==> src/rtl/cla_add_scheduler.sv <==
// Two-requester scheduler that time-shares one 4-bit carry-lookahead adder,
// summing wide operands one nibble per cycle with the carry chained through a register.

module cla_nibble (
   input  logic [3:0] a,
   input  logic [3:0] b,
   input  logic       cin,
   output logic [3:0] sum,
   output logic       cout
);
   logic [3:0] p;
   logic [3:0] g;
   logic [4:0] c;

   genvar gi;
   generate
      for (gi = 0; gi < 4; gi++) begin : g_bit
         assign p[gi]   = a[gi] ^ b[gi];
         assign g[gi]   = a[gi] & b[gi];
         assign sum[gi] = p[gi] ^ c[gi];
      end
   endgenerate

   // Every carry is flattened so that none depends on a lower carry.
   assign c[0] = cin;
   assign c[1] = g[0] | (p[0] & cin);
   assign c[2] = g[1] | (p[1] & g[0]) | (p[1] & p[0] & cin);
   assign c[3] = g[2] | (p[2] & g[1]) | (p[2] & p[1] & g[0]) | (p[2] & p[1] & p[0] & cin);
   assign c[4] = g[3] | (p[3] & g[2]) | (p[3] & p[2] & g[1]) | (p[3] & p[2] & p[1] & g[0])
               | (p[3] & p[2] & p[1] & p[0] & cin);
   assign cout = c[4];
endmodule

module cla_add_scheduler #(
   parameter int NIBBLES = 4
) (
   input  logic                   clk,
   input  logic                   rst,
   input  logic                   req0_valid,
   output logic                   req0_ready,
   input  logic [4*NIBBLES-1:0]   req0_a,
   input  logic [4*NIBBLES-1:0]   req0_b,
   input  logic                   req0_cin,
   input  logic                   req1_valid,
   output logic                   req1_ready,
   input  logic [4*NIBBLES-1:0]   req1_a,
   input  logic [4*NIBBLES-1:0]   req1_b,
   input  logic                   req1_cin,
   output logic                   res_valid,
   input  logic                   res_ready,
   output logic [4*NIBBLES-1:0]   res_sum,
   output logic                   res_cout,
   output logic                   res_id,
   output logic                   busy
);
   localparam int W  = 4 * NIBBLES;
   localparam int KW = (NIBBLES > 1) ? $clog2(NIBBLES) : 1;

   typedef enum logic [1:0] {IDLE, ADD, DONE} state_t;

   state_t        state;
   state_t        state_next;
   logic [W-1:0]  a_reg;
   logic [W-1:0]  b_reg;
   logic          id_reg;
   logic          carry_reg;
   logic [KW-1:0] k_reg;
   logic          ptr_reg;
   logic [W-1:0]  res_sum_reg;
   logic          res_cout_reg;
   logic          res_id_reg;
   logic          res_valid_reg;

   logic          grant0;
   logic          grant1;
   logic          last_nibble;
   logic [3:0]    nib_a;
   logic [3:0]    nib_b;
   logic [3:0]    nib_sum;
   logic          nib_cout;

   assign last_nibble = (k_reg == KW'(NIBBLES - 1));
   assign nib_a       = a_reg[4*k_reg +: 4];
   assign nib_b       = b_reg[4*k_reg +: 4];

   cla_nibble u_nibble (
      .a    (nib_a),
      .b    (nib_b),
      .cin  (carry_reg),
      .sum  (nib_sum),
      .cout (nib_cout)
   );

   // State register
   always_ff @(posedge clk or posedge rst) begin
      if (rst) state <= IDLE;
      else     state <= state_next;
   end

   // Next-state logic
   always_comb begin
      state_next = state;
      case (state)
         IDLE:    if (grant0 || grant1) state_next = ADD;
         ADD:     if (last_nibble)      state_next = DONE;
         DONE:    if (res_ready)        state_next = IDLE;
         default:                       state_next = IDLE;
      endcase
   end

   // Output decode: ready is masked by rst so it reads 0 while reset is held.
   always_comb begin
      grant0 = 1'b0;
      grant1 = 1'b0;
      busy   = 1'b1;
      if (state == IDLE) begin
         busy   = 1'b0;
         grant0 = !rst && req0_valid && (!req1_valid || !ptr_reg);
         grant1 = !rst && req1_valid && (!req0_valid ||  ptr_reg);
      end
   end

   assign req0_ready = grant0;
   assign req1_ready = grant1;

   always_ff @(posedge clk or posedge rst) begin
      if (rst) begin
         a_reg         <= '0;
         b_reg         <= '0;
         id_reg        <= 1'b0;
         carry_reg     <= 1'b0;
         k_reg         <= '0;
         ptr_reg       <= 1'b0;
         res_sum_reg   <= '0;
         res_cout_reg  <= 1'b0;
         res_id_reg    <= 1'b0;
         res_valid_reg <= 1'b0;
      end else begin
         case (state)
            IDLE: begin
               if (grant0 || grant1) begin
                  a_reg     <= grant1 ? req1_a   : req0_a;
                  b_reg     <= grant1 ? req1_b   : req0_b;
                  carry_reg <= grant1 ? req1_cin : req0_cin;
                  id_reg    <= grant1;
                  k_reg     <= '0;
                  // Priority passes to whichever requester was not served.
                  ptr_reg   <= grant0;
               end
            end
            ADD: begin
               res_sum_reg[4*k_reg +: 4] <= nib_sum;
               carry_reg                 <= nib_cout;
               k_reg                     <= k_reg + KW'(1);
               if (last_nibble) begin
                  res_cout_reg  <= nib_cout;
                  res_id_reg    <= id_reg;
                  res_valid_reg <= 1'b1;
               end
            end
            DONE: begin
               if (res_ready) res_valid_reg <= 1'b0;
            end
            default: ;
         endcase
      end
   end

   assign res_valid = res_valid_reg;
   assign res_sum   = res_sum_reg;
   assign res_cout  = res_cout_reg;
   assign res_id    = res_id_reg;
endmodule

==> config.mk <==
export PLATFORM = sky130hd
export DESIGN_NAME = cla_add_scheduler
export DESIGN_NICKNAME = d
export VERILOG_FILES = /design/src/rtl/cla_add_scheduler.sv
export SDC_FILE = /design/constraint.sdc
export NUM_CORES = 1
export LEC_CHECK = 0
export CAP_MARGIN = 10
export CORE_MARGIN = 1.5
export CORE_UTILIZATION = 45
export DETAILED_ROUTE_END_ITERATION = 16
export PLACE_DENSITY = 0.9
export RECOVER_POWER = 25
export SYNTH_ARGS = -nofsm -noshare
export SYNTH_HDL_FRONTEND = slang
export SYNTH_SLANG_ARGS = --single-unit
export TNS_END_PERCENT = 5
==> constraint.sdc <==
create_clock -name clk -period 8.2 [get_ports clk]
set_clock_uncertainty 0.15 [all_clocks]
set_input_delay 1.64 -clock clk [delete_from_list [all_inputs] [get_ports clk]]
set_output_delay 1.64 -clock clk [all_outputs]
set_load 0.005 [all_outputs]
Word-level counts from Yosys, hierarchy flattened --
Index checks and enable logic that the tools add are counted.
Cells by class: add/sub/neg operators 2, equality and inequality tests 6, shift operators 4, muxes and demuxes 18, bitwise logic cells 38, reductions and logical operators 19
Operators with widths (number):
- 4-bit negator with 34-bit output | 1
- 4-bit by 34-bit variable shift with 16-bit output (first input constant) | 1
- 4-bit by 34-bit variable part select with 16-bit output | 1
- 16-bit two-way mux | 2
- 16-bit by 5-bit variable part select with 4-bit output | 2
- 1-bit bitwise AND | 20
- 16-bit bitwise mux | 1
- 1-bit OR | 10
- 2-bit two-way mux | 4
- 1-bit bitwise XOR | 8
- 1-bit two-way mux | 7
- 2-bit case mux with 3 select lines | 1
- 2-bit AND reduction | 3
- 3-bit AND reduction | 2
- 2-bit == test (second input constant) | 2
- 1-bit logical AND | 4
- 1-bit zero test | 4
- 2-bit != test (second input constant) | 2
- 1-bit case mux with 2 select lines | 2
- 2-bit case mux with 2 select lines | 1
- 2-bit nonzero test | 2
- 1-bit logical OR | 3
- 2-bit by 1-bit adder with 2-bit output (second input constant) | 1
- 2-bit by 1-bit == test with 1-bit output (second input constant) | 1
- other kinds (2) | 2
Storage, ports and cells: register bits after elaboration 58, input bits 71, output and inout port bits 22, logic and storage cells 98

Longest topological paths before layout --
Gate-level depths: netlist (run 1).
depth in word-level cells 9, depth in mapped cells 7, gate-level depth less buffers 6

Hierarchy --
A second synthesis (run 1) with hierarchy kept.
Second synthesis, totals: cells, all modules 304, area total of the unflattened synthesis 3245.6 µm²
By module, submodules not included:
- cla_add_scheduler | times used 1, cells each 286, area each 3094.2 µm², sequential area each 1451.4 µm²
- cla_nibble | times used 1, cells each 18, area each 151.4 µm², sequential area each 0.0 µm²

Worst setup path before layout (run 1) --
OpenSTA, ideal clock, no wires.
path type input to output, start input rst, end output req1_ready, data arrival time 2268 ps, required time 6410 ps, setup slack 4142 ps, stages 5, path buffers 2, path through nor3_2 nand3_1 buf_4 buf_4 inv_2
On the way: longest elaborated chain between the ends 4
Ends and longest elaborated chain:
- from (decl) | RTL line 38 | input logic rst,
- 1-bit zero test (no source line)
- 1-bit logical AND (2 in a row) | RTL line 119 | grant1 = !rst && req1_valid && (!req0_valid || ptr_reg);
- 1-bit two-way mux | RTL line 116 | if (state == IDLE) begin
- to (decl) | RTL line 45 | output logic req1_ready,
Every way passes these cells.

Worst setup path in the final report (run 1) --
Ends and elaborated chain as after synthesis.

==> metrics, run 1 <==
Starting Density 0.469; cell with the most instances after synthesis dfrtp_1; global-route wire length before repair 11.0 mm; Tmin final 5310 ps; EDFF count, synth 0; Synth top cells by count 58 x dfrtp_1, 44 x nand2_1, 37 x o21ai_1; Clock Latency Late Sink 340 ps; number of max-cap violations 1; Total Die Area 7150 um2; met2 Use GR 0.335; Most used DFF post-synth dfrtp_1; failing checks capacitance limit, slew limit; final hold violations 0; register bit total from synthesis 58; CP max-delay cell dlygate4sd3_1; met3 Usage GRT 0.0364; synth top area cells dfrtp_1 48%, mux2i_1 11%, o21ai_1 6.2%, mux4_2 6.0%, nand2_1 5.5%; Max Fanout on Critical Path 36; critical path startpoint rst; DRC Markers 0; PortBufs 92; GRT Overall Usage 0.198; TNS Setup 0 ps; CTS tree done; Via Count 2260; final-report max-slew violation count 29; Cell variety after synth 37; Req. time, crit path 6410 ps; worst setup path endpoint req1_ready; core box area 6390 um2; Reg power frac 0.349; Buf/Inv on CP 4; post-cts sizing count 0; internal power 894 uW; R2R depth 6; GP Congestion 0.811; fill count 514; cell count along the critical path 6; slowest cell delay on critical path 570 ps; Yosys top cell area share 0.485; GRT busiest layer met2; pwr dens 357 nW/um2; Synth Cell Area 3000 um2; crit end category primary output; die width 84.6 um; switching power 581 uW; Detailed Routing Iterations Pass 1 4; mean area per synthesized cell 11.3 um2; P_leak 0.00200 uW; nets@finish 439; routed len/inst 14.5 um; largest area contributor in the netlist dfrtp_1; DP HPWL 4.72 mm; CP Cell Sequence dlygate4sd3_1 -> nor3_2 -> nand3_2 -> buf_4 -> inv_2 -> clkdlybuf4s50_1; clock share of power 0.152; # diodes 0; number of H-tree levels 3; CTS Hold Bufs 0; Fmax 0.188 GHz; Async S/R FF share, synth 1.00; status finished, violations left; peak supply drop 0.222 mV; DR vias/cell 5.16; Post CTS Setup Buffer Count 0; PnR Total Power 1470 uW; final period utilization 0.647; critical path arrival 3520 ps; Worst Hold Class reg2reg; initial antenna violation count 0; actual slew at the worst max-slew pin 1500 ps; clock tree buffer depth 2; cts bufs inserted 9; DRT Wirelength 6.35 mm; crit start category primary input; met1 global-route usage 0.242; sw frac 0.394; worst reg2reg path endpoint res_sum[11]; CP top delay family buffers and inverters; Yosys warnings 0; largest net degree at the start of global routing 70; DRT iter0 DRCs 87; slew margin rel. -0.000979; final core utilization 0.647; Syn-to-layout area delta 37.9%; Post-DRT Antenna Nets 0; Die Y 84.6 um; # setup viols final 0; clock slew at reported path FFs 60 ps; root buf cell clkbuf_8; Ports 93; Row Count 29; CTS sink cnt 58; Mapped Cells 264; vias in the first global route 2349; remaining global-route overflow 0; R2R setup slack 5220 ps; Combinational Power Share 0.499; share of cells above drive strength 1 0.0997; Crit Path Class in2out; Syn Nets 347; RSZ-0062 raised after global routing no; sequential-to-total area share from yosys stat 0.485; DP Area 3960 um2; reg-to-reg startpoint k_reg[0]; Finished Cell Area 4130 um2
[stage by stage]
step	instances	hold slack [ps]	setup slack (ps)
detailed placement	421	323	3000
floorplan	264	300	4140
global route	438	348	2820
global placement	421	311	3010
CTS	437	337	3000
finish	438	333	2890
[cells by family (layout without fill, tap and decap cells)]
group                      after synthesis  in the layout  synth area share
buffers and inverters                   20            117            0.0347
adders and majority gates               12             12            0.0526
AOI/OAI and AO/OA                       67             67             0.140
DFF                                     58             58             0.485
muxes                                   41             41             0.172
and+or+nand+nor                         63             63             0.108
xor gates and xnor gates                 3              3           0.00877
[cell type report]
| type | instances | area [um2] | share of cell area |
|---|---|---|---|
| Tap cell | 77 | 96.3 | 0.0233 |
| Timing Repair Buffer | 95 | 940 | 0.228 |
| Clock buffer | 13 | 149 | 0.0360 |
| Sequential cell | 58 | 1450 | 0.351 |
| Inverter | 6 | 22.5 | 0.00545 |
| Clock inverter | 3 | 15.0 | 0.00364 |
| Multi-Input combinational cell | 186 | 1460 | 0.353 |
[power groups by stage]
stage               clock [uW]  sequential [uW]  combinational, uW
floorplan                    0              480                534
global placement             0              512                717
detailed placement           0              522                750
CTS                        231              517                753
global route               243              536                829
finish                     225              514                736
[worst min path at each step]
stage,start,end,slack (ps),cells past startpoint
after floorplan,a_reg[10],a_reg[10],300,2
after detailed placement,b_reg[9],b_reg[9],320,2
after CTS,b_reg[9],b_reg[9],340,2
final,a_reg[3],a_reg[3],330,2
after global placement,res_cout,res_cout,310,1
after global routing,b_reg[9],b_reg[9],350,2
[layer usage]
| layer | vias to the layer above | part of all wire |
|---|---|---|
| li1 | 1128 | - |
| met1 | 1053 | 0.42 |
| met2 | 70 | 0.51 |
| met3 | 9 | 0.046 |
| met4 | 0 | 0.015 |
| met5 | - | 0 |
[worst reg2reg max path, cell delays in order (launching register included)]
cell and delay [ps]:
dfrtp_1 910, mux4_2 680, ha_1 320, a21o_1 190, a31oi_1 190, xnor2_1 170
a22o_1 240
[cell usage in the layout, fill, tap and decap left out, drive strengths merged, types with 3 or more instances in the layout]
cell type	n
a21o	5
a21oi	5
a22o	16
clkbuf	14
clkdlybuf4s50	90
clkinv	3
dfrtp	58
ha	11
inv	6
mux2i	32
mux4	8
nand2	45
nand3	3
nor2	4
o21ai	37
No activity file was read; power rests on OpenSTA's default activity.
==> run 2, diff against run 1 <==
--- a/config.mk
+++ b/config.mk
@@ -7,9 +7,9 @@
 export LEC_CHECK = 0
 export CAP_MARGIN = 10
 export CORE_MARGIN = 1.5
-export CORE_UTILIZATION = 45
+export CORE_UTILIZATION = 42
 export DETAILED_ROUTE_END_ITERATION = 16
-export PLACE_DENSITY = 0.9
+export PLACE_DENSITY = 0.88
 export RECOVER_POWER = 25
 export SYNTH_ARGS = -nofsm -noshare
 export SYNTH_HDL_FRONTEND = slang
==> constraint.sdc (replaced) <==
create_clock -name clk -period 4.6 [get_ports clk]
set_clock_uncertainty 0.15 [all_clocks]
set_input_delay 0.92 -clock clk [delete_from_list [all_inputs] [get_ports clk]]
set_output_delay 0.92 -clock clk [all_outputs]
set_load 0.005 [all_outputs]
==> run 2 against run 1 <==
  * The run now ends clean
  * Worst setup slack got worse by 1900 ps
  * Utilization down 3.7 points
  * Routed wire length down 2.0%
  * Design area up 0.82%
  * Final cell count grew 4.1%
  * Critical path type unchanged
  * Largest cell class unchanged
  * Largest power group unchanged
==> metrics, run 2 (synthesis gave the netlist of run 1 again) <==
max layer used met4 (unchanged); clock tree buffer depth 2 (unchanged); Clock Latency Late Sink 330 ps (was 340 ps); Worst Hold Class reg2reg (unchanged); critical path arrival 2570 ps (was 3520 ps); WL met2 3.14 mm (was 3.27 mm); routed len/inst 13.7 um (was 14.5 um); CP Cell Sequence dlygate4sd3_1 -> nor3_2 -> and3_1 -> clkdlybuf4s50_1 (was dlygate4sd3_1 -> nor3_2 -> nand3_2 -> buf_4 -> inv_2 -> clkdlybuf4s50_1); nets@finish 439 (unchanged); Detailed Routing Iterations Pass 1 4 (unchanged); number of max-cap violations 0 (was 1); Max Fanout on Critical Path 3 (was 36); number of H-tree levels 3 (unchanged); Req. time, crit path 3530 ps (was 6410 ps); largest net degree at the start of global routing 38 (was 70); final hold violations 0 (unchanged); final-report max-slew violation count 0 (was 29); root buf cell clkbuf_8 (unchanged); crit start category primary input (unchanged); Syn-to-layout area delta 39.0% (was 37.9%); fill count 592 (was 514); DRT iter0 DRCs 103 (was 87); remaining global-route overflow 0 (unchanged); Fmax 0.275 GHz; Ports 93 (unchanged); status finished, final reports clean (was finished, violations left); DP HPWL 4.76 mm (was 4.72 mm); DP Area 3990 um2 (was 3960 um2); crit end category primary output (unchanged); Crit Path Class in2out (unchanged); CTS sink cnt 58 (unchanged); GRT Overall Usage 0.178 (was 0.198); GP Congestion 0.757 (was 0.811); slew margin rel. 0.0943 (was -0.000979); post-cts sizing count 0 (unchanged); Post CTS Setup Buffer Count 0 (unchanged); final period utilization 0.790; pwr dens 633 nW/um2 (was 357 nW/um2); core box area 6830 um2 (was 6390 um2); Starting Density 0.438 (was 0.469); CP max-delay cell dlygate4sd3_1 (unchanged); Via Count 2293 (was 2260); DR vias/cell 5.03 (was 5.16); # diodes 0 (unchanged); wl on met1 2.66 mm (was 2.70 mm); actual slew at the worst max-slew pin 1360 ps (was 1500 ps); peak supply drop 0.271 mV (was 0.222 mV); Row Count 30 (was 29); share of cells above drive strength 1 0.106 (was 0.0997); initial antenna violation count 0 (unchanged); CTS tree done (unchanged); most common cell after layout, fill and taps aside clkdlybuf4s50_1 (unchanged); Finished Cell Area 4160 um2 (was 4130 um2); Die Y 87.5 um (was 84.6 um); Detail Route met3 WL 315 um (was 292 um); vias in the first global route 2302 (was 2349); cts bufs inserted 9 (unchanged); Post-DRT Antenna Nets 0 (unchanged); most frequent cells in the layout 91 x clkdlybuf4s50_1, 58 x dfrtp_1, 44 x nand2_1 (was 90 x clkdlybuf4s50_1, 58 x dfrtp_1, 44 x nand2_1); clock slew at reported path FFs 60 ps (about the same); TNS Setup 0 ps (unchanged); Tmin final 3640 ps; P_leak 0.00201 uW (was 0.00200 uW); DRT Wirelength 6.23 mm (was 6.35 mm); hold slack 331 ps (was 333 ps); CTS Hold Bufs 0 (unchanged); Total Die Area 7650 um2 (was 7150 um2); die width 87.5 um (was 84.6 um); global-route wire length before repair 10.4 mm (was 11.0 mm); slowest cell delay on critical path 570 ps (about the same); # setup viols final 0 (unchanged); RSZ-0062 raised after global routing no (unchanged); PortBufs 92 (unchanged); DRC Markers 0 (unchanged)
run 2: cell count changes in the layout (fill, tap and decap cells not counted), sizes merged:
cell           before  now
clkbuf             14   12
clkdlybuf4s50      90   91
dlygate4sd3         2    1
buf                 2    3
run 2: metal layers:
layer  up-vias  GRT usage
met4         0     0.0823
met3        11     0.0455
li1       1136          -
met1      1075      0.206
met2        71      0.309
met5         -          0
run 2: path summary, 6_finish.rpt:
kind	from	endpoint	slack (ps)	cells past startpoint
worst max-delay path	rst	req0_ready	960	4
worst min-delay path	b_reg[13]	b_reg[13]	330	2
worst max register to register	k_reg[0]	res_sum[7]	1650	6
worst min register to register	b_reg[13]	b_reg[13]	330	2
max in group asynchronous	rst	res_sum[13]	2000	3
min in group asynchronous	rst	state[1]	1320	2
run 2: per-stage QoR:
step / worst slack [ps] / power (uW) / utilization / std cells
2_1_floorplan: 1950 / 1810 / - / 264
3_3_place_gp: 1080 / 2190 / 0.585 / 441
3_5_place_dp: 1070 / 2250 / 0.585 / 441
4_1_cts: 1070 / 2660 / 0.610 / 456
5_1_grt: 912 / 2840 / 0.610 / 456
6_report: 965 / 2630 / 0.610 / 456
run 2: critical path: cells and delay by family:
kind / cells / cell delay (ps)
buffers and inverters: 2 / 1090
AND/OR/NAND/NOR: 2 / 560
run 2: layout make-up:
class | instances | area, um2 | area share
well taps | 96 | 120 | 0.0288
flip-flops and latches | 58 | 1450 | 0.349
clock buffers | 12 | 155 | 0.0373
inverters | 6 | 22.5 | 0.00541
repair buffers | 95 | 943 | 0.227
clock inverters | 3 | 15.0 | 0.00361
multi-input cells | 186 | 1460 | 0.350
run 2: report_power, final:
group          internal, uW  leakage (uW)  switching [uW]  total [uW]
clock network           219     0.0000920             186         405
logic                   653       0.00118             660        1310
registers               735      0.000741             182         916
total                  1610       0.00201            1030        2630
